--- src/rtl/ahb_write_master_fifo.sv ---
// AHB-Lite write-only master. Pixel requests are buffered in a FIFO and issued as pipelined NONSEQ singles.
// Optional macro AHB_ERR_CAPTURE_EN adds a sticky bus-error flag that records the first failing address.
module ahb_write_master_fifo #(
  parameter int ADDR_W     = 32,
  parameter int DATA_W     = 32,
  parameter int FIFO_DEPTH = 4
) (
  input  logic              hclk,
  input  logic              rst,
  input  logic              req_valid,
  output logic              req_ready,
  input  logic [ADDR_W-1:0] req_addr,
  input  logic [DATA_W-1:0] req_data,
  output logic [ADDR_W-1:0] HADDR,
  output logic [DATA_W-1:0] HWDATA,
  output logic              HWRITE,
  output logic [1:0]        HTRANS,
  output logic [2:0]        HSIZE,
  input  logic              HREADY,
  input  logic              HRESP,
  output logic              busy,
  output logic              err_flag,
  output logic [ADDR_W-1:0] err_addr,
  input  logic              err_clr
);

  localparam int IDX_W = $clog2(FIFO_DEPTH);
  localparam int PTR_W = IDX_W + 1;
  localparam logic [2:0] HSIZE_C = 3'($clog2(DATA_W / 8));

  logic [ADDR_W-1:0] fifo_addr_r [FIFO_DEPTH];
  logic [DATA_W-1:0] fifo_data_r [FIFO_DEPTH];
  logic [PTR_W-1:0]  wr_ptr_r;
  logic [PTR_W-1:0]  rd_ptr_r;
  logic              empty_s;
  logic              full_s;
  logic              push_s;
  logic              pop_s;

  // Address stage holds zeros while invalid so it can drive the bus directly.
  logic              a_valid_r;
  logic [ADDR_W-1:0] a_addr_r;
  logic [DATA_W-1:0] a_data_r;
  logic              d_valid_r;
  logic [ADDR_W-1:0] d_addr_r;
  logic [DATA_W-1:0] d_data_r;

  assign empty_s = (wr_ptr_r == rd_ptr_r);
  assign full_s  = (wr_ptr_r[IDX_W-1:0] == rd_ptr_r[IDX_W-1:0]) &&
                   (wr_ptr_r[IDX_W] != rd_ptr_r[IDX_W]);
  assign push_s  = req_valid && !full_s;
  assign pop_s   = HREADY && !empty_s;

  // FIFO storage write port
  always_ff @(posedge hclk) begin
    if (push_s) begin
      fifo_addr_r[wr_ptr_r[IDX_W-1:0]] <= req_addr;
      fifo_data_r[wr_ptr_r[IDX_W-1:0]] <= req_data;
    end
  end

  // FIFO pointers with wrap bit
  always_ff @(posedge hclk or posedge rst) begin
    if (rst) begin
      wr_ptr_r <= '0;
      rd_ptr_r <= '0;
    end else begin
      if (push_s) wr_ptr_r <= wr_ptr_r + PTR_W'(1);
      if (pop_s)  rd_ptr_r <= rd_ptr_r + PTR_W'(1);
    end
  end

  // Address/data pipeline, advancing only when the slave is ready
  always_ff @(posedge hclk or posedge rst) begin
    if (rst) begin
      a_valid_r <= 1'b0;
      a_addr_r  <= '0;
      a_data_r  <= '0;
      d_valid_r <= 1'b0;
      d_addr_r  <= '0;
      d_data_r  <= '0;
    end else if (HREADY) begin
      d_valid_r <= a_valid_r;
      d_addr_r  <= a_addr_r;
      d_data_r  <= a_data_r;
      a_valid_r <= !empty_s;
      if (!empty_s) begin
        a_addr_r <= fifo_addr_r[rd_ptr_r[IDX_W-1:0]];
        a_data_r <= fifo_data_r[rd_ptr_r[IDX_W-1:0]];
      end else begin
        a_addr_r <= '0;
        a_data_r <= '0;
      end
    end
  end

  assign req_ready = !full_s;
  assign HADDR     = a_addr_r;
  assign HWDATA    = d_data_r;
  assign HWRITE    = a_valid_r;
  assign HTRANS    = {a_valid_r, 1'b0};
  assign HSIZE     = HSIZE_C;
  assign busy      = !empty_s || a_valid_r || d_valid_r;

`ifdef AHB_ERR_CAPTURE_EN
  logic              err_flag_r;
  logic [ADDR_W-1:0] err_addr_r;

  // First error wins; a capture outranks a simultaneous clear
  always_ff @(posedge hclk or posedge rst) begin
    if (rst) begin
      err_flag_r <= 1'b0;
      err_addr_r <= '0;
    end else if (d_valid_r && HREADY && HRESP && !err_flag_r) begin
      err_flag_r <= 1'b1;
      err_addr_r <= d_addr_r;
    end else if (err_clr) begin
      err_flag_r <= 1'b0;
      err_addr_r <= '0;
    end
  end

  assign err_flag = err_flag_r;
  assign err_addr = err_addr_r;
`else
  logic unused_s;
  assign unused_s = ^{HRESP, err_clr, d_addr_r};
  assign err_flag = 1'b0;
  assign err_addr = '0;
`endif

endmodule

--- config.mk ---
export PLATFORM = sky130hd
export DESIGN_NAME = ahb_write_master_fifo
export DESIGN_NICKNAME = d
export VERILOG_FILES = /design/src/rtl/ahb_write_master_fifo.sv
export SDC_FILE = /design/constraint.sdc
export NUM_CORES = 1
export LEC_CHECK = 0
export ABC_AREA = 1
export CORE_UTILIZATION = 60
export CTS_CLUSTER_SIZE = 30
export DETAILED_ROUTE_END_ITERATION = 8
export PLACE_DENSITY = 0.85
export SLEW_MARGIN = 15
export SYNTH_ARGS = -nofsm -noshare
export SYNTH_HDL_FRONTEND = slang
export SYNTH_SLANG_ARGS = --single-unit
--- constraint.sdc ---
create_clock -name hclk -period 13.2 [get_ports hclk]
set_clock_uncertainty 0.2 [all_clocks]
set_input_delay 1.98 -clock hclk [delete_from_list [all_inputs] [get_ports hclk]]
set_output_delay 1.98 -clock hclk [all_outputs]
set_load 0.01 [all_outputs]
* Word level (Yosys, flattened, before mapping) *
Memories as Yosys holds them, arrays and structs flattened.
Cells that the tools add are included.

storage, ports and cells
  register bits = 104
  memory bits (writable) = 256
  bits of input ports = 70
  output and inout bits = 105
  logic and storage cells = 25
  memories kept = 2

memories
  name         words  bits a word  rd ports  clocked after memory_dff  write ports  RTL line  RTL
  fifo_addr_r  4      32           1         0                         1            31        logic [ADDR_W-1:0] fifo_addr_r [FIFO_DEPTH];
  fifo_data_r  4      32           1         0                         1            32        logic [DATA_W-1:0] fifo_data_r [FIFO_DEPTH];

operators by class
  $add $sub $neg = 2
  equality and inequality tests = 3
  muxes and demuxes = 4
  reductions and logical operators = 7

operators by type and width
  cell                   number
  $mux W32               2
  $add A3 B1 Y3 const B  2
  $eq A3 B3 Y1           1
  $logic_and A1 B1 Y1    3
  $eq A2 B2 Y1           1
  $logic_not A1 Y1       2
  $logic_or A1 B1 Y1     2
  $mux W1                2
  $ne A1 B1 Y1           1

* Logic depth before layout (Yosys ltp) *
  word-level depth = 6
  gate-level depth with buffers = 8
  mapped depth without buffers = 7

* Worst setup path before layout *
No wires, ideal clock.

  path type = input to register
  start point = in req_valid
  end point = mem fifo_addr_r[0][0] (enable)
  setup time = 487 ps
  arrival = 4808 ps
  data required time = 12513 ps
  path slack = 7705 ps
  stages = 2
  path buffers = 0
  path through = nand2_1 > nor2_1

between the ends
  cells in the longest elaborated chain, start to end = 3

RTL lines
  element                        RTL line  RTL
  start, declared                10        input logic req_valid,
  $logic_and A1 B1 Y1            51        assign push_s = req_valid && !full_s;
  $mux W1                        56        if (push_s) begin
  $mux W1 (implied by the code)  57        fifo_addr_r[wr_ptr_r[IDX_W-1:0]] <= req_addr;
  end, declared                  31

Every way passes these cells.

* Worst setup path in the final report *
  start point = reg rd_ptr_r[0]
  end point = out busy

between the ends
  cells in the longest elaborated chain, start to end = 4

RTL lines
  element                           RTL line  RTL
  start, declared                   34        logic [PTR_W-1:0] rd_ptr_r;
  start signal, assigned            69        if (pop_s) rd_ptr_r <= rd_ptr_r + PTR_W'(1);
  $eq A3 B3 Y1                      48        assign empty_s = (wr_ptr_r == rd_ptr_r);
  $logic_not A1 Y1                  103       assign busy = !empty_s || a_valid_r || d_valid_r;
  $logic_or A1 B1 Y1 (2 in series)  103
  end, declared                     21        output logic busy,

Every way passes these cells.

==> results.tsv <==
stage	metric	value	unit
layout	fin nets	1710	
drt	DRT iter0 DRCs	758	
pwr	Clk pwr share	25.4	%
placement	GP Congestion	0.7559	
grt	GRT overflow	0	
placement	dpl hpwl	16740	um
yosys	Avg Inst Size Synth	9.955	sq um
pwr	combinational share of power	30.7	%
grt	number of global-route vias before repair	10028	
hold_path	hold crit path type	flop to flop	
clock_network	Max Buffers Root-to-Sink	3	
timing	Worst Tran Pin Value	1.014	ns
status	status	completed	
pwr	sequential share of power	43.9	%
clock_network	setup repair bufs after CTS	0	
clock_network	TritonCTS clock tree	built	
yosys	EDFF count, synth	256	
clock_network	Post-CTS Hold Buffers	0	
yosys	YS warnings	0	
grt	pin count of the biggest net entering global routing	85	
floorplan	row count	57	
floorplan	die area	0.02594	sq mm
drt	remaining antenna violation count	0	
layout	fillcell total	1632	
clock_network	Clk pin slew, worst setup/hold paths	0.06	ns
timing	Max Clk Rate	0.1704	GHz
drt	WL final	30860	um
floorplan	die width	161.1	um
timing	Final min period	5.868	ns
yosys	count of cell types in the netlist	16	
yosys	Seq/Total Area, Yosys	67.78	%
floorplan	Die H	161.1	um
grt	GRT Total Usage	24.38	%
pwr	P_int	2.545	mW
critical_path	crit path kind	flop to output pin	
clock_network	Post-CTS Resized	0	
yosys	Post-synth top cells	nand2_1 (572), inv_1 (267), edfxtp_1 (256)	
yosys	dominant cells by area after synthesis	edfxtp_1 (51%), dfrtp_1 (17%), nand2_1 (14%), inv_1 (6.6%), nand3_1 (6.6%)	
yosys	top-area cell type share of the netlist area	50.64	%
drt	Avg WL per Cell	15.52	um
yosys	largest area contributor in the netlist	edfxtp_1	
timing	Final setup viols	0	
drt	vias per inst	5.119	
clock_network	clock sink count	360	
critical_path	CP endpoint kind	output pin	
drt	drt first pass iters	5	
yosys	number of synthesized register bits	360	
clock_network	htree depth	2	
floorplan	Core Box Area	0.02453	sq mm
yosys	Syn Inst Count	1525	
timing	Final TNS setup	0	ns
drt	drt drc	0	
timing	final count of pins violating max slew	0	
yosys	Primary FF master, synth	edfxtp_1	
timing	Final Hold Viols	0	
timing	final period utilization	44.45	%
pwr	sw frac	33.70	%
run	Max-Cap Viols	0	
clock_network	Clk Tree Root Cell	clkbuf_16	
yosys	count leader, synth	nand2_1	
layout	layout cells sized above 1	4.455	%
drt	number of vias in the routed layout	10181	
critical_path	Critical Path Fanout Max	69	
pwr	Static Leak	8.364	nW
grt	number of antenna violations at the first check in global routing	5	
pwr	Max rail drop VDD	0.1378	mV
floorplan	Starting Density	61.88	%
grt	first-pass GRT wire length	48980	um
yosys	Post-synth ARST share	28.89	%
pwr	Pwr Density	216.5	mW/mm^2
timing	RSZ-0062 raised after global routing	false	
clock_network	cts bufs inserted	35	
layout	Design Area, Final	0.01773	sq mm
placement	Buffers on Ports	135	
placement	area of placed instances	0.01659	sq mm
clock_network	clock latency on the worst-skew pair	0.51	ns
pwr	Net Sw Power	1.293	mW
critical_path	crit start category	flop	
floorplan	Top Ports	175	
critical_path	worst path required time	11.02	ns
timing	Slew HR	32.38	%
yosys	Mapped Area	0.01518	sq mm
layout	Layout area overhead	16.76	%
critical_path	data arrival time of the worst path	3.69	ns
==> cells by family (layout without fill, tap and decap cells) <==
family,Yosys count,count (layout),synth area share (%)
AND/OR/NAND/NOR,777,777,20.89
buffers and inverters,377,478,10.68
other,2,41,0.04947
AO/OA/AOI/OAI,2,2,0.06594
XOR/XNOR,2,2,0.1154
adder cells (fa/ha/maj),5,5,0.4121
flip-flops,360,360,67.78
==> cell usage in the layout (no fill, tap or decap) <==
cell type	netlist	layout
buf_4	41	12
xor2_1	2	2
clkinvlp_4	0	2
nand3_1	199	199
clkinv_2	0	9
edfxtp_1	256	256
inv_1	267	265
nand3_4	0	1
bufinv_16	0	3
dfrtp_1	104	102
dfrtp_2	0	1
ha_1	5	5
o21ai_0	2	2
nor2_4	0	4
diode_2	0	4
nor2_1	5	1
clkbuf_8	0	1
clkdlybuf4s50_1	0	134
clkbuf_1	18	5
inv_4	0	2
dfrtp_4	0	1
inv_2	2	1
nand2_1	572	572
conb_1	2	37
clkinv_1	0	7
clkbuf_16	0	37
==> routing by layer <==
layer | global-route usage [%] | vias to the layer above | share of wire (%) | routed length [um]
li1 | - | 4895 | - | -
met1 | 29.97 | 4777 | 39 | 12170
met2 | 41.63 | 442 | 50 | 15380
met3 | 4.674 | 65 | 8.1 | 2507
met4 | 11.75 | 2 | 2.6 | 799
met5 | 0 | - | 0.039 | 12
==> final timing paths <==
check                                        startpoint                      endpoint  slack [ns]  cells past startpoint
worst max-delay path            rd_ptr_r[0]$_DFFE_PP0P_                          busy        7.33                      7
worst min-delay path             HWDATA[12]$_DFFE_PP0P_        HWDATA[12]$_DFFE_PP0P_        0.27                      2
worst max register to register  rd_ptr_r[0]$_DFFE_PP0P_  fifo_data_r[1][22]$_DFFE_PP_        8.93                      7
worst min register to register   HWDATA[12]$_DFFE_PP0P_        HWDATA[12]$_DFFE_PP0P_        0.27                      2
max in group asynchronous                           rst       rd_ptr_r[0]$_DFFE_PP0P_        9.68                      3
min in group asynchronous                           rst      a_data_r[14]$_DFFE_PP0P_        1.64                      2
==> through the flow <==
stage | instances | hold WS, ns | total power, mW | utilization [%] | setup WS (ns)
after floorplan | 1560 | 0.2462 | 2.456 | - | 7.705
after global placement | 1922 | 0.2534 | 2.826 | 67.61 | 7.915
after detailed placement | 1922 | 0.2570 | 2.876 | 67.61 | 7.916
after CTS | 1985 | 0.2721 | 3.858 | 72.21 | 7.326
after global routing | 1989 | 0.2928 | 4.067 | 72.25 | 7.110
final | 1989 | 0.2663 | 3.838 | 72.25 | 7.332
==> cell type report <==
class	instances	area, sq um	share of cell area, %
sequential	360	10290	58.08
multi-input combinational	823	3438	19.40
timing repair buffer	146	1431	8.075
inverter	269	1016	5.732
clock buffer	43	958.4	5.407
tap	324	405.4	2.287
clock inverter	20	171.4	0.9670
antenna	4	10.01	0.05647
==> critical path: stages (launching register included) <==
cell	delay, ns
dfrtp_4	0.77
inv_4	0.52
nand2_1	0.12
nand2_1	0.15
nand3_4	0.76
nor2_1	0.30
nand2_1	0.07
clkdlybuf4s50_1	0.48
==> power groups by stage <==
stage                     Sequential [mW]  Clock [mW]  Combinational [mW]
after detailed placement             1.70           0                1.17
after CTS                            1.69       0.985                1.19
after global routing                 1.72        1.03                1.32
after floorplan                      1.71           0               0.751
after global placement               1.69           0                1.14
final                                1.69       0.973                1.18
==> registers in the layout, summed over array words and instances (netlist names) <==
register     cells
d_valid_r        1
rd_ptr_r         3
a_data_r        32
HWRITE           1
HWDATA          32
fifo_data_r    128
fifo_addr_r    128
wr_ptr_r         3
HADDR           32
Power figures use the tool's default switching activity.
